$ cat config.mk
export PLATFORM = sky130hd
export DESIGN_NAME = seven_seg_scan_ctrl
export DESIGN_NICKNAME = d
export VERILOG_FILES = /design/src/rtl/seven_seg_scan_ctrl.sv
export SDC_FILE = /design/constraint.sdc
export NUM_CORES = 1
export LEC_CHECK = 0
export CAP_MARGIN = 20
export CELL_PAD_IN_SITES_DETAIL_PLACEMENT = 0
export CELL_PAD_IN_SITES_GLOBAL_PLACEMENT = 1
export CORE_ASPECT_RATIO = 0.9
export CORE_MARGIN = 1
export CORE_UTILIZATION = 35
export CTS_BUF_LIST = sky130_fd_sc_hd__clkbuf_2
export CTS_CLUSTER_DIAMETER = 80
export DETAILED_ROUTE_END_ITERATION = 12
export PLACE_DENSITY_LB_ADDON = 0.05
export SETUP_SLACK_MARGIN = 0.2
export SLEW_MARGIN = 5
export SYNTH_ARGS = -nofsm -noshare
export SYNTH_HDL_FRONTEND = slang
export SYNTH_SLANG_ARGS = --single-unit
$ cat constraint.sdc
create_clock -name clk -period 3.45 [get_ports clk]
set_input_delay 0.5175 -clock clk [delete_from_list [all_inputs] [get_ports clk]]
set_output_delay 0.5175 -clock clk [all_outputs]
set_load 0.02 [all_outputs]
$ cat src/rtl/seven_seg_scan_ctrl.sv
// Scan controller for an 8-digit seven-segment display: steps through the digits at a
// programmable rate, blanks leading zeros and swaps in new values only between frames.
module seven_seg_scan_ctrl #(
    parameter int REFRESH_DIV = 100000,
    parameter bit BLANK_LZ    = 1'b1
) (
    input  logic        clk,
    input  logic        rst,
    input  logic        enable,
    input  logic        load,
    input  logic [31:0] value,
    input  logic [7:0]  dp_mask,
    output logic [3:0]  num,
    output logic [2:0]  sel,
    output logic        dp,
    output logic        blank,
    output logic        frame_done
);

    localparam int PW = $clog2(REFRESH_DIV);
    localparam logic [PW-1:0] PRE_LAST = PW'(REFRESH_DIV - 1);

    logic [PW-1:0] prescaler;
    logic [2:0]    idx;
    logic [31:0]   active_val;
    logic [31:0]   pend_val;
    logic [7:0]    active_dp;
    logic [7:0]    pend_dp;
    logic          pend_valid;

    logic          tick;
    logic          boundary;
    logic          blank_int;
    logic [7:0]    hi_zero;
    logic [3:0]    cur_nib;

    assign tick     = enable && (prescaler == PRE_LAST);
    assign boundary = tick && (idx == 3'd7);

    // hi_zero[k]: nibbles k..7 of the active value are all zero
    always_comb begin
        hi_zero = '0;
        for (int k = 0; k < 8; k++) begin
            hi_zero[k] = ((active_val >> (4 * k)) == 32'd0);
        end
    end

    assign cur_nib   = active_val[{idx, 2'b00} +: 4];
    assign blank_int = !enable || (BLANK_LZ && (idx != 3'd0) && hi_zero[idx]);

    always_ff @(posedge clk or posedge rst) begin
        if (rst) begin
            prescaler <= '0;
            idx       <= '0;
        end else if (!enable) begin
            prescaler <= '0;
        end else if (tick) begin
            prescaler <= '0;
            idx       <= idx + 3'd1;
        end else begin
            prescaler <= prescaler + 1'b1;
        end
    end

    // A load coinciding with the frame boundary bypasses the pending buffer
    always_ff @(posedge clk or posedge rst) begin
        if (rst) begin
            active_val <= '0;
            active_dp  <= '0;
            pend_val   <= '0;
            pend_dp    <= '0;
            pend_valid <= 1'b0;
        end else if (boundary) begin
            if (load) begin
                active_val <= value;
                active_dp  <= dp_mask;
            end else if (pend_valid) begin
                active_val <= pend_val;
                active_dp  <= pend_dp;
            end
            pend_valid <= 1'b0;
        end else if (load) begin
            pend_val   <= value;
            pend_dp    <= dp_mask;
            pend_valid <= 1'b1;
        end
    end

    always_ff @(posedge clk or posedge rst) begin
        if (rst) begin
            num        <= '0;
            sel        <= '0;
            dp         <= 1'b0;
            blank      <= 1'b1;
            frame_done <= 1'b0;
        end else begin
            num        <= cur_nib;
            sel        <= idx;
            dp         <= active_dp[idx] && !blank_int;
            blank      <= blank_int;
            frame_done <= boundary;
        end
    end

endmodule
Word-level counts from Yosys, hierarchy flattened. Index checks and enable logic that the tools add are counted.

$add $sub $neg: 2. $lt $le $gt $ge: 1. Equality and inequality tests: 2. Shift operators: 1. Muxes and demuxes: 12. Bitwise operators: 1. Reductions and logical operators: 21.

Operator list (number): 32-bit logical NOT (8); 32-bit 2-to-1 mux (2); 17-bit 2-to-1 mux (2); 32-bit by 6-bit indexed part select with 4-bit output (1); 17-bit by 1-bit adder with 17-bit output, second input constant (1); 17-bit == test, second input constant (1); 8-bit 2-to-1 mux (2); 1-bit binary-select mux with 3-bit select (2); 2-bit AND reduction (3); 1-bit logical AND (4); 3-bit by 4-bit less-than comparator with 1-bit output, second input constant (1); 1-bit 2-to-1 mux (4); 2-bit nonzero test (2); 3-bit by 1-bit adder with 3-bit output, second input constant (1); 3-bit == test, second input constant (1); 3-bit nonzero test (1); 1-bit logical NOT (2); 1-bit logical OR (1); 1-bit NOT (1).

Register bits after elaboration: 111. Input bits: 44. Output and inout port bits: 10. Word-level logic and storage cells: 52.

Longest topological paths before layout.
Word-level depth: 7. Mapped depth: 8.

Least setup slack after synthesis. OpenSTA, ideal clock, no wires.

Path type: flip-flop to flip-flop. Start: register idx[0]. End: register dp. Library setup time: 0.120 ns. Data arrival time: 1.989 ns. Data required time: 3.330 ns. Slack: 1.341 ns. Stages on the path, launching flop included: 8. Path buffers: 1. Clock period less this slack: 2.109 ns. Cells stage by stage: dfrtp_1 -> clkbuf_1 -> inv_1 -> ha_1 -> nor2_1 -> nand4_1 -> o41a_1 -> o211a_1.

Cells in the longest elaborated chain, start to end: 6.

Ends and longest elaborated chain: from (decl) (line 24) `logic [2:0] idx;`; from (signal assigned) (line 59) `idx <= idx + 3'd1;`; 1-bit binary-select mux with 3-bit select (line 49) `assign blank_int = !enable || (BLANK_LZ && (idx != 3'd0) && hi_zero[idx]);`; 1-bit 2-to-1 mux (implied by the code) (line 49); 1-bit logical AND (line 49); 1-bit logical OR (line 49); 1-bit logical NOT (line 99) `dp <= active_dp[idx] && !blank_int;`; 1-bit logical AND * (line 99); to (signal assigned) (line 99); to (decl) (line 15) `output logic dp,`.

Mark *: on every way between the ends. The rest lies on a longest branch, timed or not. The select of a mux whose other input is x is not followed. A chain may end at the register's enable or synchronous reset.

Worst setup path in the final report.
Start: register idx[1]. End: register active_val[4].

Cells in the longest elaborated chain, start to end: 3.

Ends and longest elaborated chain: 3-bit == test (line 38) `assign boundary = tick && (idx == 3'd7);`; 1-bit logical AND (line 38); 2-bit AND reduction (no source line); to (signal assigned) (line 75) `active_val <= value;`; to (signal assigned) (line 78) `active_val <= pend_val;`; to (decl) (line 25) `logic [31:0] active_val;`.

Every way passes these cells.

==> impl_results.html <==
<table>
<tr><th>Metric</th><th>Value</th></tr>
<tr><th colspan="2">Global routing</th></tr>
<tr><td>Wire length of the first global-routing pass</td><td>18.2 mm</td></tr>
<tr><td>Largest net degree at the start of global routing</td><td>112</td></tr>
<tr><td>Leftover overflow at the end of global routing</td><td>0</td></tr>
<tr><td>Via count of the first global-routing pass</td><td>3249</td></tr>
<tr><td>Antenna violations before repair</td><td>1</td></tr>
<tr><td>Total global-route track usage</td><td>14.8%</td></tr>
<tr><th colspan="2">Clock tree</th></tr>
<tr><td>Clock sinks</td><td>111</td></tr>
<tr><td>Cts hold-fix bufs</td><td>0</td></tr>
<tr><td>TritonCTS buffer count</td><td>9</td></tr>
<tr><td>CTS tree</td><td>built</td></tr>
<tr><td>H-tree levels</td><td>3</td></tr>
<tr><td>Number of gates given a new drive strength after cts</td><td>0</td></tr>
<tr><td>Number of post-CTS setup repair buffers</td><td>0</td></tr>
<tr><td>Deepest clock path buffer count</td><td>2</td></tr>
<tr><td>Clock edge transition at the registers on the reported setup and hold paths</td><td>0.28 ns</td></tr>
<tr><td>Root Buffer</td><td>sky130_fd_sc_hd__clkbuf_2</td></tr>
<tr><td>Clock network latency to the later pin of the worst-skew pair</td><td>0.61 ns</td></tr>
<tr><th colspan="2">Yosys</th></tr>
<tr><td>Most frequently used flop master after synthesis</td><td>sky130_fd_sc_hd__dfrtp_1</td></tr>
<tr><td>Mapped Avg Cell Area</td><td>14.8 sq um</td></tr>
<tr><td>Synthesized area</td><td>0.00550 sq mm</td></tr>
<tr><td>Syn. warnings</td><td>0</td></tr>
<tr><td>Total of flip-flops plus latches after synthesis</td><td>111</td></tr>
<tr><td>Synth unique cells</td><td>39</td></tr>
<tr><td>Count of mapped cells out of synthesis</td><td>373</td></tr>
<tr><td>Number of enable-type register cells in the synthesized netlist</td><td>0</td></tr>
<tr><td>Part of the Yosys area used for sequential elements</td><td>50.5%</td></tr>
<tr><td>Syn nets</td><td>421</td></tr>
<tr><td>Async set-or-reset flop fraction in the synthesized netlist</td><td>100%</td></tr>
<tr><th colspan="2">Die</th></tr>
<tr><td>Die area</td><td>0.0162 sq mm</td></tr>
<tr><td>Core area</td><td>0.0154 sq mm</td></tr>
<tr><td>Die height</td><td>121 microns</td></tr>
<tr><td>Effective utilization at floorplan</td><td>35.8%</td></tr>
<tr><td>Floorplan die width</td><td>134 microns</td></tr>
<tr><td>Row count</td><td>43</td></tr>
<tr><td>Number of ports placed on the die boundary</td><td>54</td></tr>
<tr><th colspan="2">Drt</th></tr>
<tr><td>Total iterations of the first detailed-routing run</td><td>4</td></tr>
<tr><td>Detailed router's first-iteration violation count</td><td>99</td></tr>
<tr><td>DRT antenna net count</td><td>0</td></tr>
<tr><td>Detailed Route WL</td><td>10.9 mm</td></tr>
<tr><td>Vias per cell</td><td>4.94</td></tr>
<tr><td>Mean routed wirelength per cell</td><td>17.3 microns</td></tr>
<tr><td>DR DRC count</td><td>0</td></tr>
<tr><td>Via count</td><td>3117</td></tr>
<tr><th colspan="2">Final layout</th></tr>
<tr><td>Fill cells</td><td>1464</td></tr>
<tr><td>Most common cell after layout, fill and taps aside</td><td>sky130_fd_sc_hd__dfrtp_1</td></tr>
<tr><td>Most frequent cells in the layout</td><td>sky130_fd_sc_hd__dfrtp_1, sky130_fd_sc_hd__mux2_4, sky130_fd_sc_hd__mux2_2</td></tr>
<tr><td>Number of nets in the final layout</td><td>472</td></tr>
<tr><td>Synth-to-Final Area Change</td><td>14.3%</td></tr>
<tr><td>Share of cells above drive strength 1</td><td>39.0%</td></tr>
<tr><th colspan="2">STA</th></tr>
<tr><td>Min Tclk post-route</td><td>2.47 ns</td></tr>
<tr><td>Transition at the pin with the smallest max-transition slack</td><td>0.772 ns</td></tr>
<tr><td>Headroom to the max-slew limit</td><td>48.5%</td></tr>
<tr><td>Number of pins with negative max-slew slack in the final report</td><td>0</td></tr>
<tr><td>RSZ-0062 raised after global routing</td><td>false</td></tr>
<tr><td>Maximum clock rate</td><td>405 MHz</td></tr>
<tr><td>Number of hold-slack violations in the final timing report</td><td>0</td></tr>
<tr><td>Final-layout setup total negative slack</td><td>0 ns</td></tr>
<tr><td>Final cycle utilization of the critical path</td><td>71.6%</td></tr>
<tr><td>Number of setup violations in the final report</td><td>0</td></tr>
<tr><td>Worst clock skew</td><td>0.0277 ns</td></tr>
<tr><th colspan="2">Pwr</th></tr>
<tr><td>Power density over the cells</td><td>340 mW/mm^2</td></tr>
<tr><td>Register share of total power</td><td>64.5%</td></tr>
<tr><td>Share of power burned in combinational logic</td><td>11.8%</td></tr>
<tr><td>Leakage power of the design</td><td>2.88 nW</td></tr>
<tr><td>Final Total Pwr</td><td>2.14 mW</td></tr>
<tr><td>Switching Share</td><td>24.8%</td></tr>
<tr><td>VDD IR max</td><td>0.180 mV</td></tr>
<tr><td>Clock group share of total power</td><td>23.7%</td></tr>
<tr><td>Net switching component of the power</td><td>531 uW</td></tr>
<tr><td>Power Internal</td><td>1.61 mW</td></tr>
<tr><th colspan="2">Placed design</th></tr>
<tr><td>Count of buffers inserted at the top-level ports</td><td>53</td></tr>
<tr><td>Final estimated routing congestion in global placement</td><td>0.706</td></tr>
<tr><td>HPWL after detailed placement</td><td>7.11 mm</td></tr>
<tr><th colspan="2">Setup path</th></tr>
<tr><td>Crit path max fanout</td><td>40</td></tr>
<tr><td>Worst EP arrival</td><td>2.99 ns</td></tr>
<tr><td>Type of the setup path with the least slack</td><td>register to register</td></tr>
<tr><td>Worst setup SP type</td><td>register</td></tr>
<tr><td>WP data required</td><td>3.97 ns</td></tr>
<tr><td>Type of element capturing the critical path</td><td>register</td></tr>
<tr><th colspan="2">Hold path</th></tr>
<tr><td>Class of the worst hold path</td><td>input pin to register</td></tr>
<tr><th colspan="2">Status</th></tr>
<tr><td>Run status</td><td>finished, final reports clean</td></tr>
<tr><th colspan="2">Run</th></tr>
<tr><td>Maxcap violations</td><td>0</td></tr>
</table>
==> registers in the layout (all words and copies together) (netlist names), 3 cells and up <==
register / flops
num: 4
idx: 3
sel: 3
pend_dp: 8
pend_val: 32
prescaler: 17
active_dp: 8
active_val: 32
==> cell usage after synthesis, drive strengths merged (3+ instances only) <==
master	count	area, sq um
a21oi	5	25.0
and2	4	25.0
and3	3	20.0
buf	9	95.1
clkbuf	11	41.3
dfrtp	110	2750
ha	4	50.1
inv	7	26.3
mux2	126	1660
mux4	10	225
nand2	9	33.8
nand3	6	30.0
nand4	8	65.1
nor2	13	48.8
nor4	9	56.3
o21ai	4	20.0
or3	3	18.8
xnor2	6	52.6
xor2	6	52.6
==> cells by family after synthesis <==
group	synth area share (%)
AO/OA/AOI/OAI	2.46
flip-flops	50.5
XOR/XNOR	1.91
adder cells (fa/ha/maj)	0.909
multiplexers	34.3
AND/OR/NAND/NOR	6.98
buffers and inverters	2.96
==> metrics by stage <==
| step | hold slack, ns | utilization, % | std cells | setup WS (ns) | area, sq um |
|---|---|---|---|---|---|
| after floorplan | 0.376 | - | 373 | 1.34 | 5510 |
| after global placement | 0.486 | 40.4 | 615 | 0.826 | 6210 |
| after detailed placement | 0.491 | 40.4 | 615 | 0.768 | 6210 |
| after CTS | 0.178 | 40.9 | 630 | 0.990 | 6290 |
| after global routing | 0.176 | 40.9 | 630 | 0.878 | 6290 |
| final | 0.251 | 40.9 | 631 | 0.981 | 6290 |
==> routing by layer <==
metal	up-vias	wire length (microns)	track usage [%]
met4	0	118	3.58
met5	-	0	0
met2	49	4550	21.5
met1	1595	5750	21.3
li1	1465	-	-
met3	8	500	4.72
==> critical path, cell delays in order, from the launching register on <==
cell	delay, ns
sky130_fd_sc_hd__dfrtp_1	0.71
sky130_fd_sc_hd__ha_1	0.33
sky130_fd_sc_hd__ha_1	0.26
sky130_fd_sc_hd__nand4_4	0.09
sky130_fd_sc_hd__buf_4	0.58
sky130_fd_sc_hd__mux2_4	0.36
==> cell type report <==
class / instances / area [sq um] / share of cell area (%)
inverters: 7 / 30.0 / 0.477
flip-flops and latches: 111 / 2780 / 44.2
diodes: 1 / 2.50 / 0.0398
clock inverters: 2 / 8.76 / 0.139
repair buffers: 60 / 591 / 9.39
clock buffers: 13 / 65.1 / 1.03
multi-input cells: 235 / 2560 / 40.7
well taps: 202 / 253 / 4.02
==> worst paths after layout <==
check	startpoint	end	slack, ns	cells after the start
worst min register to register	pend_dp[2]$_DFFE_PP0P_	pend_dp[2]$_DFFE_PP0P_	0.54	1
max in group asynchronous	rst	pend_dp[7]$_DFFE_PP0P_	2.60	3
worst min-delay path	load	pend_valid$_DFFE_PP0P_	0.25	3
min in group asynchronous	rst	pend_val[10]$_DFFE_PP0P_	0.39	3
worst max register to register	idx[1]$_DFFE_PP0P_	active_val[4]$_DFFE_PP0P_	0.98	5
worst max-delay path	idx[1]$_DFFE_PP0P_	active_val[4]$_DFFE_PP0P_	0.98	5
==> power groups by stage <==
stage          Clock (mW)  Sequential, mW  Combinational, mW
2_1_floorplan           0            1.40              0.168
3_3_place_gp            0            1.40              0.260
3_5_place_dp            0            1.40              0.259
4_1_cts             0.547            1.38              0.261
5_1_grt             0.595            1.39              0.280
6_report            0.506            1.38              0.253
Power figures use the tool's default switching activity.
==> variant, RTL diff (same flow settings) <==
The output `dp` loses its register stage (`dp` becomes a continuous assignment).
--- a/src/rtl/seven_seg_scan_ctrl.sv
+++ b/src/rtl/seven_seg_scan_ctrl.sv
@@ -90,16 +90,16 @@
         if (rst) begin
             num        <= '0;
             sel        <= '0;
-            dp         <= 1'b0;
             blank      <= 1'b1;
             frame_done <= 1'b0;
         end else begin
             num        <= cur_nib;
             sel        <= idx;
-            dp         <= active_dp[idx] && !blank_int;
             blank      <= blank_int;
             frame_done <= boundary;
         end
     end
 
+    assign dp = active_dp[idx] && !blank_int;
+
 endmodule
Check against the original RTL: same outputs for any inputs over 10 cycles, from zero or initial values and one cycle with rst high; that may be too few to reach the edited logic, so the function may still have changed.
==> variant against the original RTL <==
  * Worst setup slack lost 0.58 ns
  * Critical path type is now register to output port
  * Register-to-register slack got worse by 0.03 ns
  * Sequential share of layout area is 0.92 points lower
  * Sequential cell count decreased by 1
  * Non-clock buffer count is 5 higher
  * Power up 0.25%
  * Routed wire length up 3.6%
  * Critical path depth stayed put
  * Utilization rose by 0.66 points
  * Synthesized area is 0.45% lower
  * Largest power group unchanged
  * First-iteration DRC count up 45%
  * Final area grew 1.3%
  * Synthesized cell count fell by 0.27%
==> variant: results (changes against the original RTL) <==
** Worst setup path
- The length in cells of the worst reg-to-reg path came to 6 (+1).
- Grouping stages by cell kind, the critical path spends the most delay in compound AO/OA/AOI/OAI gates.
- The critical path data arrival time is 2.53 ns (-0.46 ns).
- Highest fanout seen on the critical path :: 3 (-93%)
- In this run the critical register-to-register path is launched from prescaler[0]$_DFF_PP0_.
- The slowest stage of the critical path belongs to the cell sky130_fd_sc_hd__dfrtp_1.
- In this run the critical register-to-register path is captured at active_dp[6]$_DFFE_PP0P_.
- Maximum cell stage delay along the critical path :: 0.48 ns (-0.23 ns)
- Worst setup slack for register-to-register paths :: 0.95 ns (-0.03 ns)

** Cells and area
- The antenna diode count is 0 (-1).
- Ratio of cells with drive above 1 in the final layout :: 40.9% (+1.9 points)
- Number of fillers in the final layout :: 1,403 (-4.2%)
- The total number of nets in the final design came to 476 (+0.85%).

** Synth
- The number of instances in the synthesized netlist was 372 (-0.27%).
- Main area contributors after synthesis :: sky130_fd_sc_hd__dfrtp_1 (50%), sky130_fd_sc_hd__mux2_4 (18%), sky130_fd_sc_hd__mux2_2 (13%), sky130_fd_sc_hd__mux4_2 (4.1%), sky130_fd_sc_hd__buf_6 (1.6%)
- The total nets after synthesis was 420 (-0.24%).
- The share of the yosys chip area belonging to registers was 50.3% (-0.23 points).
- List of most frequent post-synthesis cells :: sky130_fd_sc_hd__dfrtp_1 (109), sky130_fd_sc_hd__mux2_4 (65), sky130_fd_sc_hd__mux2_2 (61)

** GRT
- Number of antenna violations at the first check in global routing :: 0 (-1)
- Total Routing Usage GR :: 15.4% (+0.53 points)
- First-pass GRT wire length :: 18,700 µm (+2.8%)
- The residual overflow from global routing was 0 (unchanged).
- The via count of the first global-routing pass is 3,272 (+0.71%).
- Maximum number of pins on one net before global-route repair :: 45 (-60%)

** Placement
- Port buffer count :: 53 (unchanged)
- The routability congestion estimate was 0.729 (+3.2%).
- The number of placed instances with taps included was 616 (+0.16%).
- Worst slack at placement :: 0.676 ns (-0.0922 ns)
- The half-perimeter wire length after detailed placement was 7710 µm (+8.4%).
- The total cell area at the placement stage came to 6220 µm² (about the same).

** Clock network
- CTS buffer count :: 9 (unchanged)
- The worst-case clock buffer depth was 2 (unchanged).
- Worst-skew pair later-pin latency :: 0.63 ns (+0.02 ns)
- H-Tree Level Count :: 3 (unchanged)
- Register clock-pin slew on the reported worst setup and hold paths :: 0.30 ns (+0.02 ns)

** Routing
- The initial detailed-routing violation count came to 144 (+45%).
- The count of TritonRoute iterations in the first routing pass was 4 (unchanged).
- Via-per-instance ratio :: 4.91 (-0.63%)
- The total length of routed wires was 11,300 µm (+3.6%).
- The mean routed wirelength per cell came to 17.8 µm (+3.0%).

** Timing
- Transition time at the pin with the least slew margin :: 0.763 ns (-0.00910 ns)
- The worst clock skew on the final layout is 0.0433 ns (+0.0156 ns).
- Endpoints failing setup :: 0 (unchanged)

** Hold path
- Type of the most critical hold path :: primary input to async pin

** Pwr
- The maximum vdd ir drop is 170 µV (-5.2%).
- Leakage :: 2.91 nW (+1.1%)

** Status
- Status :: finished, final reports clean
==> variant: repair_timing <==
| action | CTS | global route |
|---|---|---|
| resized for setup | 7 | 2 |
| setup endpoints to repair | 1 | 1 |
| setup buffers | 2 | 1 |
==> variant: cell type report <==
class / count / area share (%)
repair buffers: 65 / 10.0
well taps: 202 / 3.97
clock inverters: 5 / 0.412
flip-flops and latches: 110 / 43.3
clock buffers: 11 / 0.864
inverters: 7 / 0.471
multi-input cells: 235 / 41.0
==> variant: kinds of logic (layout without fill, tap and decap cells) <==
family	count (synthesis)	in the layout	share of synthesized area (%)
compound gates	18	18	2.47
xor+xnor	12	12	1.92
simple gates	65	65	7.01
buf+inv	27	88	2.97
flops	110	110	50.3
mux	136	136	34.5
fa+ha+maj	4	4	0.913
==> variant: power by group <==
part           leakage (nW)  internal [mW]  total (mW)  switching, mW
logic                  1.43          0.157       0.258          0.100
registers              1.43           1.34        1.37         0.0275
clock network        0.0507         0.0931       0.517          0.424
==> variant: routing by layer <==
| metal | share of wire [%] | vias up | track usage, % |
|---|---|---|---|
| met5 | 0 | - | 0 |
| met4 | 1.3 | 0 | 4.12 |
| met2 | 42 | 57 | 20.8 |
| met3 | 4.1 | 8 | 4.44 |
| li1 | - | 1473 | - |
| met1 | 53 | 1579 | 23.4 |
==> variant: stage by stage <==
step           util [%]  hold WS (ns)
2_1_floorplan         -         0.376
3_3_place_gp       40.5         0.485
3_5_place_dp       40.5         0.490
4_1_cts            41.4         0.271
5_1_grt            41.5         0.292
6_report           41.5         0.320
==> variant: worst reg2reg max path: cells and delay by family (launching register included) <==
kind                     cells  cell delay [ns]
flip-flops                   1             0.55
buffers and inverters        1             0.36
multiplexers                 1             0.43
adder cells (fa/ha/maj)      1             0.39
AND/OR/NAND/NOR              3             0.67
==> variant: worst max path at each step <==
stage,endpoint,cells past startpoint,start,slack [ns]
2_1_floorplan,dp,7,idx[0]$_DFFE_PP0P_,0.86
3_3_place_gp,dp,5,active_val[24]$_DFFE_PP0P_,0.73
3_5_place_dp,dp,5,idx[2]$_DFFE_PP0P_,0.68
4_1_cts,dp,5,active_val[19]$_DFFE_PP0P_,0.29
5_1_grt,dp,5,active_val[27]$_DFFE_PP0P_,0.20
6_report,dp,5,active_val[11]$_DFFE_PP0P_,0.40
